**config.mk**
```make
export PLATFORM = sky130hd
export DESIGN_NAME = fsld_seq_ctrl
export DESIGN_NICKNAME = d
export VERILOG_FILES = /design/src/rtl/fsld_seq_ctrl.sv
export SDC_FILE = /design/constraint.sdc
export NUM_CORES = 1
export LEC_CHECK = 0
export BUFFER_PORTS_ARGS = -buffer_cell sky130_fd_sc_hd__buf_2
export CORE_MARGIN = 3
export CORE_UTILIZATION = 45
export DETAILED_ROUTE_END_ITERATION = 7
export GPL_TIMING_DRIVEN = 0
export PLACE_DENSITY = 0.68
export SKIP_LAST_GASP = 1
export SYNTH_ARGS = -nofsm -noshare
export SYNTH_HDL_FRONTEND = slang
export SYNTH_SLANG_ARGS = --single-unit
```
**constraint.sdc**
```tcl
create_clock -name clk -period 6.1 [get_ports clk]
set_input_delay 0 -clock clk [delete_from_list [all_inputs] [get_ports clk]]
set_output_delay 0 -clock clk [all_outputs]
set_load 0.05 [all_outputs]
```
**src/rtl/fsld_seq_ctrl.sv**
```systemverilog
// Sequencer for the first-stage load: walks the kernel, bias and input-feature write phases in order.
// Latency: a phase is entered the cycle after its trigger (accepted start or matching done); outputs are registered.
// Backpressure: none; FIFO handshake is only monitored to count beats, and the master state can abort at any time.
module fsld_seq_ctrl #(
  parameter int CNT_BITS      = 16,
  parameter int MAST_FSM_BITS = 3
) (
  input  logic                     clk,
  input  logic                     reset,
  input  logic [MAST_FSM_BITS-1:0] mast_current_state,
  input  logic                     fsld_start,
  input  logic [CNT_BITS-1:0]      cfg_ker_words,
  input  logic [CNT_BITS-1:0]      cfg_bias_words,
  input  logic [CNT_BITS-1:0]      cfg_if_words,
  input  logic                     ker_write_done,
  input  logic                     bias_write_done,
  input  logic                     if_write_done,
  input  logic                     empty_n_from_gi,
  input  logic                     read_for_gi,
  output logic [MAST_FSM_BITS-1:0] fsld_current_state,
  output logic                     ker_write_busy,
  output logic                     bias_write_busy,
  output logic                     if_write_busy,
  output logic                     ker_write_start,
  output logic                     bias_write_start,
  output logic                     if_write_start,
  output logic                     fsld_done,
  output logic [CNT_BITS-1:0]      beat_cnt,
  output logic                     cnt_err
);

  typedef enum logic [2:0] {
    FS_IDLE = 3'd0,
    FS_KER  = 3'd1,
    FS_BIAS = 3'd2,
    FS_IF   = 3'd3,
    FS_DONE = 3'd4
  } state_t;

  localparam logic [MAST_FSM_BITS-1:0] MAST_FSLD = MAST_FSM_BITS'(7);

  state_t                state_q, state_d;
  logic                  ker_start_q, bias_start_q, if_start_q;
  logic                  ker_start_d, bias_start_d, if_start_d;
  logic [CNT_BITS-1:0]   cnt_q, cnt_d;
  logic                  err_q, err_d;
  logic [CNT_BITS-1:0]   ker_words_q, bias_words_q, if_words_q;

  logic                  in_fsld;
  logic                  accept;
  logic                  in_phase;
  logic                  beat;
  logic [CNT_BITS-1:0]   final_cnt;
  logic                  phase_done;
  logic [CNT_BITS-1:0]   phase_words;

  assign in_fsld  = (mast_current_state == MAST_FSLD);
  assign accept   = (state_q == FS_IDLE) && in_fsld && fsld_start;
  assign in_phase = (state_q == FS_KER) || (state_q == FS_BIAS) || (state_q == FS_IF);
  assign beat     = in_phase && empty_n_from_gi && read_for_gi;
  // A beat landing together with done is included before the count is judged.
  assign final_cnt = (beat && !(&cnt_q)) ? cnt_q + CNT_BITS'(1) : cnt_q;

  // Next state, launch pulses, beat counter and error flag.
  always_comb begin
    state_d     = state_q;
    phase_done  = 1'b0;
    phase_words = '0;
    case (state_q)
      FS_IDLE: begin
        if (accept) begin
          if (cfg_ker_words != '0)       state_d = FS_KER;
          else if (cfg_bias_words != '0) state_d = FS_BIAS;
          else if (cfg_if_words != '0)   state_d = FS_IF;
          else                           state_d = FS_DONE;
        end
      end
      FS_KER: begin
        phase_words = ker_words_q;
        // Abort outranks a simultaneous done.
        if (!in_fsld) state_d = FS_IDLE;
        else if (ker_write_done) begin
          phase_done = 1'b1;
          if (bias_words_q != '0)      state_d = FS_BIAS;
          else if (if_words_q != '0)   state_d = FS_IF;
          else                         state_d = FS_DONE;
        end
      end
      FS_BIAS: begin
        phase_words = bias_words_q;
        if (!in_fsld) state_d = FS_IDLE;
        else if (bias_write_done) begin
          phase_done = 1'b1;
          state_d    = (if_words_q != '0) ? FS_IF : FS_DONE;
        end
      end
      FS_IF: begin
        phase_words = if_words_q;
        if (!in_fsld) state_d = FS_IDLE;
        else if (if_write_done) begin
          phase_done = 1'b1;
          state_d    = FS_DONE;
        end
      end
      FS_DONE: state_d = FS_IDLE;
      default: state_d = FS_IDLE;
    endcase

    ker_start_d  = (state_d == FS_KER)  && (state_q != FS_KER);
    bias_start_d = (state_d == FS_BIAS) && (state_q != FS_BIAS);
    if_start_d   = (state_d == FS_IF)   && (state_q != FS_IF);

    // Counter restarts on every phase entry and stays cleared outside phases.
    cnt_d = (in_phase && (state_d == state_q)) ? final_cnt : '0;

    err_d = err_q;
    if (accept)                                       err_d = 1'b0;
    else if (phase_done && (final_cnt != phase_words)) err_d = 1'b1;
  end

  // State, pulse, counter, flag and latched-config registers.
  always_ff @(posedge clk) begin
    if (!reset) begin
      state_q      <= FS_IDLE;
      ker_start_q  <= 1'b0;
      bias_start_q <= 1'b0;
      if_start_q   <= 1'b0;
      cnt_q        <= '0;
      err_q        <= 1'b0;
      ker_words_q  <= '0;
      bias_words_q <= '0;
      if_words_q   <= '0;
    end else begin
      state_q      <= state_d;
      ker_start_q  <= ker_start_d;
      bias_start_q <= bias_start_d;
      if_start_q   <= if_start_d;
      cnt_q        <= cnt_d;
      err_q        <= err_d;
      if (accept) begin
        ker_words_q  <= cfg_ker_words;
        bias_words_q <= cfg_bias_words;
        if_words_q   <= cfg_if_words;
      end
    end
  end

  assign fsld_current_state = MAST_FSM_BITS'(state_q);
  assign ker_write_busy     = (state_q == FS_KER);
  assign bias_write_busy    = (state_q == FS_BIAS);
  assign if_write_busy      = (state_q == FS_IF);
  assign ker_write_start    = ker_start_q;
  assign bias_write_start   = bias_start_q;
  assign if_write_start     = if_start_q;
  assign fsld_done          = (state_q == FS_DONE);
  assign beat_cnt           = cnt_q;
  assign cnt_err            = err_q;

endmodule

```
# After elaboration in Yosys (flattened, before gate mapping)
# Cells that the tools add are included.
# classes
n_lt_le_gt_ge,0
mux,22
bitwise,1
shift,0
div,0
reduce_logical,22
mul,0
eq_ne,13
add_sub_neg,1
# op_table
op,count
16-bit nonzero test,5
16-bit case mux with 3 select lines,1
3-bit 2-to-1 mux,12
16-bit by 1-bit adder with 16-bit output (second input constant),1
16-bit 2-to-1 mux,1
16-bit inequality test,1
16-bit AND reduction,1
3-bit by 2-bit equality test with 1-bit output (second input constant),4
3-bit case mux with 4 select lines,1
1-bit logical AND,10
3-bit by 1-bit equality test with 1-bit output (second input constant),2
3-bit equality test (second input constant),2
1-bit 2-to-1 mux,6
3-bit by 2-bit inequality test with 1-bit output (second input constant),2
3-bit equality test,1
3-bit zero test,1
3-bit by 1-bit inequality test with 1-bit output (second input constant),1
1-bit case mux with 3 select lines,1
1-bit logical OR,2
2-bit AND reduction,1
2-bit OR reduction,1
1-bit zero test,1
1-bit inverter,1
# totals
reg_bits,71
output_inout_bits,27
mem_bits_ro,0
elab_cells,68
latchBits,0
in_bits,59
n_memories,0
mem_bits_rw,0

# Logic depth before layout (Yosys ltp)
# logic_depth
depth_word,9
ltp_mapped,12
depth_no_buf,9

# Worst setup path after synthesis
# OpenSTA, ideal clock, no wires.
# synth_timing
path_kind,reg2reg
from,register state_q[1] (netlist: fsld_current_state[1])
to,register err_q (netlist: cnt_err)
period_less_slack_ns,3.931
path_stages_with_launch,10
arrival_ns,3.802
setup_time_ns,0.129
required_time_ns,5.971
path_buffers,1
slack_ns,2.169
path_cell_list,dfxtp_1 > buf_2 > nor3b_1 > a22oi_1 > xnor2_1 > mux2_2 > mux2i_1 > nand3_1 > nor4_2 > a31oi_1
# synth_between
elab_chain_len,9
elab_cells_between_ends,17
cone_classes,eq/ne: 4; mux: 3; reduce/logical: 10
# synth_rtl
element,line_no,source
"start, declared",42,"state_t state_q, state_d;"
"start signal, assigned",134,state_q <= state_d;
3-bit by 2-bit equality test with 1-bit output (*),--,
named net bias_write_busy,22,"output logic bias_write_busy,"
1-bit logical OR (2 in a row),59,assign in_phase = (state_q == FS_KER) || (state_q == FS_BIAS) || (state_q == FS_IF);
1-bit logical AND (2 in a row),60,assign beat = in_phase && empty_n_from_gi && read_for_gi;
1-bit logical AND,62,assign final_cnt = (beat && !(&cnt_q)) ? cnt_q + CNT_BITS'(1) : cnt_q;
16-bit 2-to-1 mux,62,
16-bit inequality test,118,else if (phase_done && (final_cnt != phase_words)) err_d = 1'b1;
1-bit logical AND (*),118,
"end signal, assigned",139,err_q <= err_d;
"end, declared",46,"logic err_q, err_d;"
# Mark *: on every way through the listed nets, which the timed path passes. The rest lies on a longest branch.
# A chain may end at the register's enable or synchronous reset.

# Final worst setup path
# layout_timing
from,register state_q[1] (netlist: fsld_current_state[1])
to,register err_q (netlist: cnt_err)
# layout_between
elab_chain_len,9
elab_cells_between_ends,17
cone_classes,eq/ne: 4; mux: 3; reduce/logical: 10
# layout_rtl
element,line_no
3-bit by 1-bit equality test with 1-bit output or 3-bit by 2-bit equality test with 1-bit output (tied branches),"59, 69"
1-bit logical OR (2 in a row),59
1-bit logical AND (2 in a row),60
1-bit logical AND,62
16-bit 2-to-1 mux,62
16-bit inequality test,118
1-bit logical AND,118
# Parallel ways exist; a longest one is shown, timed or not.

==> metrics.yaml <==
timing:
  rsz0062_at_grt: "false"
  finalHoldViolations: 0
  min_period_over_period_pct: 47.4
  worstMarginPinSlew_ps: 820
  finalSetupViolations: 0
  slew_violations: 0
  fin_tns_setup_ps: 0
  fin_ws_ps: 3210
  slew_headroom_pct: 45.2
  max_freq_mhz: 346
  finClkSkew_ps: 5.83
  finalCriticalPeriod_ps: 2890
synthesis:
  ys_ff_latch: 71
  ys_warn_count: 0
  synth_fp_nets: 546
  yosys-top-cells-area: "dfxtp_1, nand2_1, a21boi_0, mux2_2, nor4_1"
  synthCells: 486
  synth_edf_count: 0
  synth_top_cell_by_area: "dfxtp_1"
  synth_area_um2: 4040
  synth_ff_type: "dfxtp_1"
  async_reset_ff_share_pct: 0
  ys_seq_area_share_pct: 35.2
  synth.distinct_cells: 61
  syn_avg_cell_area_um2: 8.32
  synth_top_area_share_pct: 35.2
clocking:
  cts.clk_slew.worst_paths_ps: 80
  cts_buffers: 9
  root_buffer: "clkbuf_8"
  cts_resized: 0
  htree_levels: 3
  insertion_delay_ps: 350
  clk_path_buf_depth: 2
  cts-hold-fix-buffers: 48
  clock-sinks: 71
  tritoncts: "built"
  post_cts_buffers: 0
finish:
  num-fill-cells: 742
  n_antenna_cell: 0
  area_growth_pct: 31.0
  drive_gt1_share_pct: 22.8
  nets: 690
  design_area_um2: 5290
pwr:
  p_leak_uw: 0.00196
  power.density_nw_per_um2: 187
  ir_drop_mv: 0.130
  finalPower_uw: 988
placed_design:
  port-buffer-count: 85
  pre_cts_ws_ps: 3210
  dpl-instance-area_um2: 4600
  dpl.hpwl_um: 9260
  place_congestion: 0.885
critical_path:
  path_cells: "buf_2 -> nor3b_1 -> a22oi_1 -> xnor2_1 -> mux2_2 -> mux2i_1 -> nand3_1 -> nor4_2 -> a31oi_1"
  end_kind: "flop"
  startpoint: "fsld_current_state[1]"
  cp_max_fo: 10
  startpoint_type: "flop"
  worstPathArrival_ps: 3120
  required_ps: 6330
  path_class: "flop to flop"
  r2r-start: "fsld_current_state[1]"
  worst_path_max_delay_cell: "nor3b_1"
  slowest_delay_ps: 700
status:
  status: "finished clean"
global_routing:
  globalRouteTotalUtil_pct: 25.5
  antenna_found_initial: 0
  grt_pass1_vias: 4059
  overflow: 0
  grt_pass1_wl_um: 20200
  grt_max_degree: 13
route:
  viasPerCell: 5.62
  wire_per_inst_um: 17.1
  dr.pass1.iters: 5
  vias: 4161
  wl_um: 12600
  postRouteAntennaNets: 0
  drc_errors: 0
  drt_first_iter_violations: 239
min_path:
  worstHoldStart: "reset"
  hp-class: "input port to flop"
floorplan:
  fp.dieH_um: 101
  num_rows: 33
  fp.coreArea_um2: 8460
  die_x_um: 101
  dieArea_um2: 10200
  ioPinCount: 86
  start_util_pct: 47.8
run:
  cap_violations: 0
-- cell usage in the layout, fill, tap and decap left out, drive strengths merged, types with 6 or more instances in the layout --
cell,n
nand4,9
nor3,7
nand3,13
a32oi,6
nor2,30
nor4,27
o21ai,6
a21oi,6
buf,94
nor2b,6
clkbuf,32
a21boi,48
nor3b,8
a22oi,10
nand2,110
xnor2,14
dfxtp,71
xor2,9
mux2,16
dlygate4sd3,48
-- final timing paths --
kind,cells past startpoint,endpoint,slack (ps)
setup reg to reg,9,cnt_err,3210
hold reg to reg,2,ker_words_q[1],470
setup / recovery,9,cnt_err,3210
hold / removal,2,fsld_current_state[0],20
-- through the flow --
step	std cells	hold WS, ps	util [%]
2_1_floorplan	486	136	-
3_3_place_gp	676	261	54.3
3_5_place_dp	676	271	54.3
4_1_cts	740	14.9	62.5
5_1_grt	740	19.6	62.5
6_report	740	23.3	62.5
-- cell usage after synthesis (3+ instances only) --
library cell / n
and2_1: 5
clkbuf_1: 21
a32oi_1: 6
nand2_1: 110
a21boi_0: 48
mux2i_1: 5
o21ai_0: 3
nor2_4: 10
nor4_1: 21
dfxtp_1: 71
nand4_1: 8
nor3_1: 7
xor2_1: 9
nor3b_1: 8
o21ai_1: 3
nor2b_1: 6
and3_1: 5
a22oi_1: 10
nor4_2: 6
inv_1: 5
nor2_1: 20
or2_1: 3
a21oi_1: 6
mux2_2: 15
nand3_1: 13
xnor2_1: 14
buf_2: 5
-- area by class of cell --
cell class / instances / area [um^2] / share of cell area, %
Tap cell: 105 / 131 / 2.48
Sequential cell: 71 / 1420 / 26.8
Multi-Input combinational cell: 379 / 2450 / 46.3
Inverter: 6 / 22.5 / 0.425
Clock buffer: 11 / 131 / 2.48
Buffer: 30 / 150 / 2.84
Timing Repair Buffer: 133 / 906 / 17.1
Clock inverter: 5 / 82.6 / 1.56
-- metal layers --
layer / share of wire, % / up-vias / GRT usage, %
li1: - / 2026 / -
met1: 43 / 1930 / 32.2
met2: 46 / 163 / 42.0
met3: 6.5 / 42 / 5.05
met4: 3.7 / 0 / 11.3
met5: 0 / - / 0
-- registers in the layout (all words and copies together), names as in the netlist --
signal              flops
beat_cnt               16
bias_words_q           16
bias_write_start        1
cnt_err                 1
fsld_current_state      3
if_words_q             16
if_write_start          1
ker_words_q            16
ker_write_start         1
-- cell families (layout without fill, tap and decap cells) --
group	after synthesis	count (layout)	share of synthesized area (%)
mux	21	21	5.69
buf+inv	36	185	4.27
simple gates	234	234	30.8
xor+xnor	23	23	4.98
flops	71	71	35.2
compound gates	100	100	18.8
fa+ha+maj	1	1	0.309
-- power breakdown --
part	switching, uW	internal [uW]	total, uW
combinational	47.9	52.3	100
sequential	5.42	470	475
clock	181	231	413
-- critical path, delay by kind of cell (launching register included) --
family / cells / cell delay (ps)
buffers and inverters: 1 / 210
multiplexers: 2 / 510
AO/OA/AOI/OAI: 2 / 340
flip-flops: 1 / 350
AND/OR/NAND/NOR: 3 / 1080
XOR/XNOR: 1 / 270
Note: power is estimated with default switching activity, not from simulation.
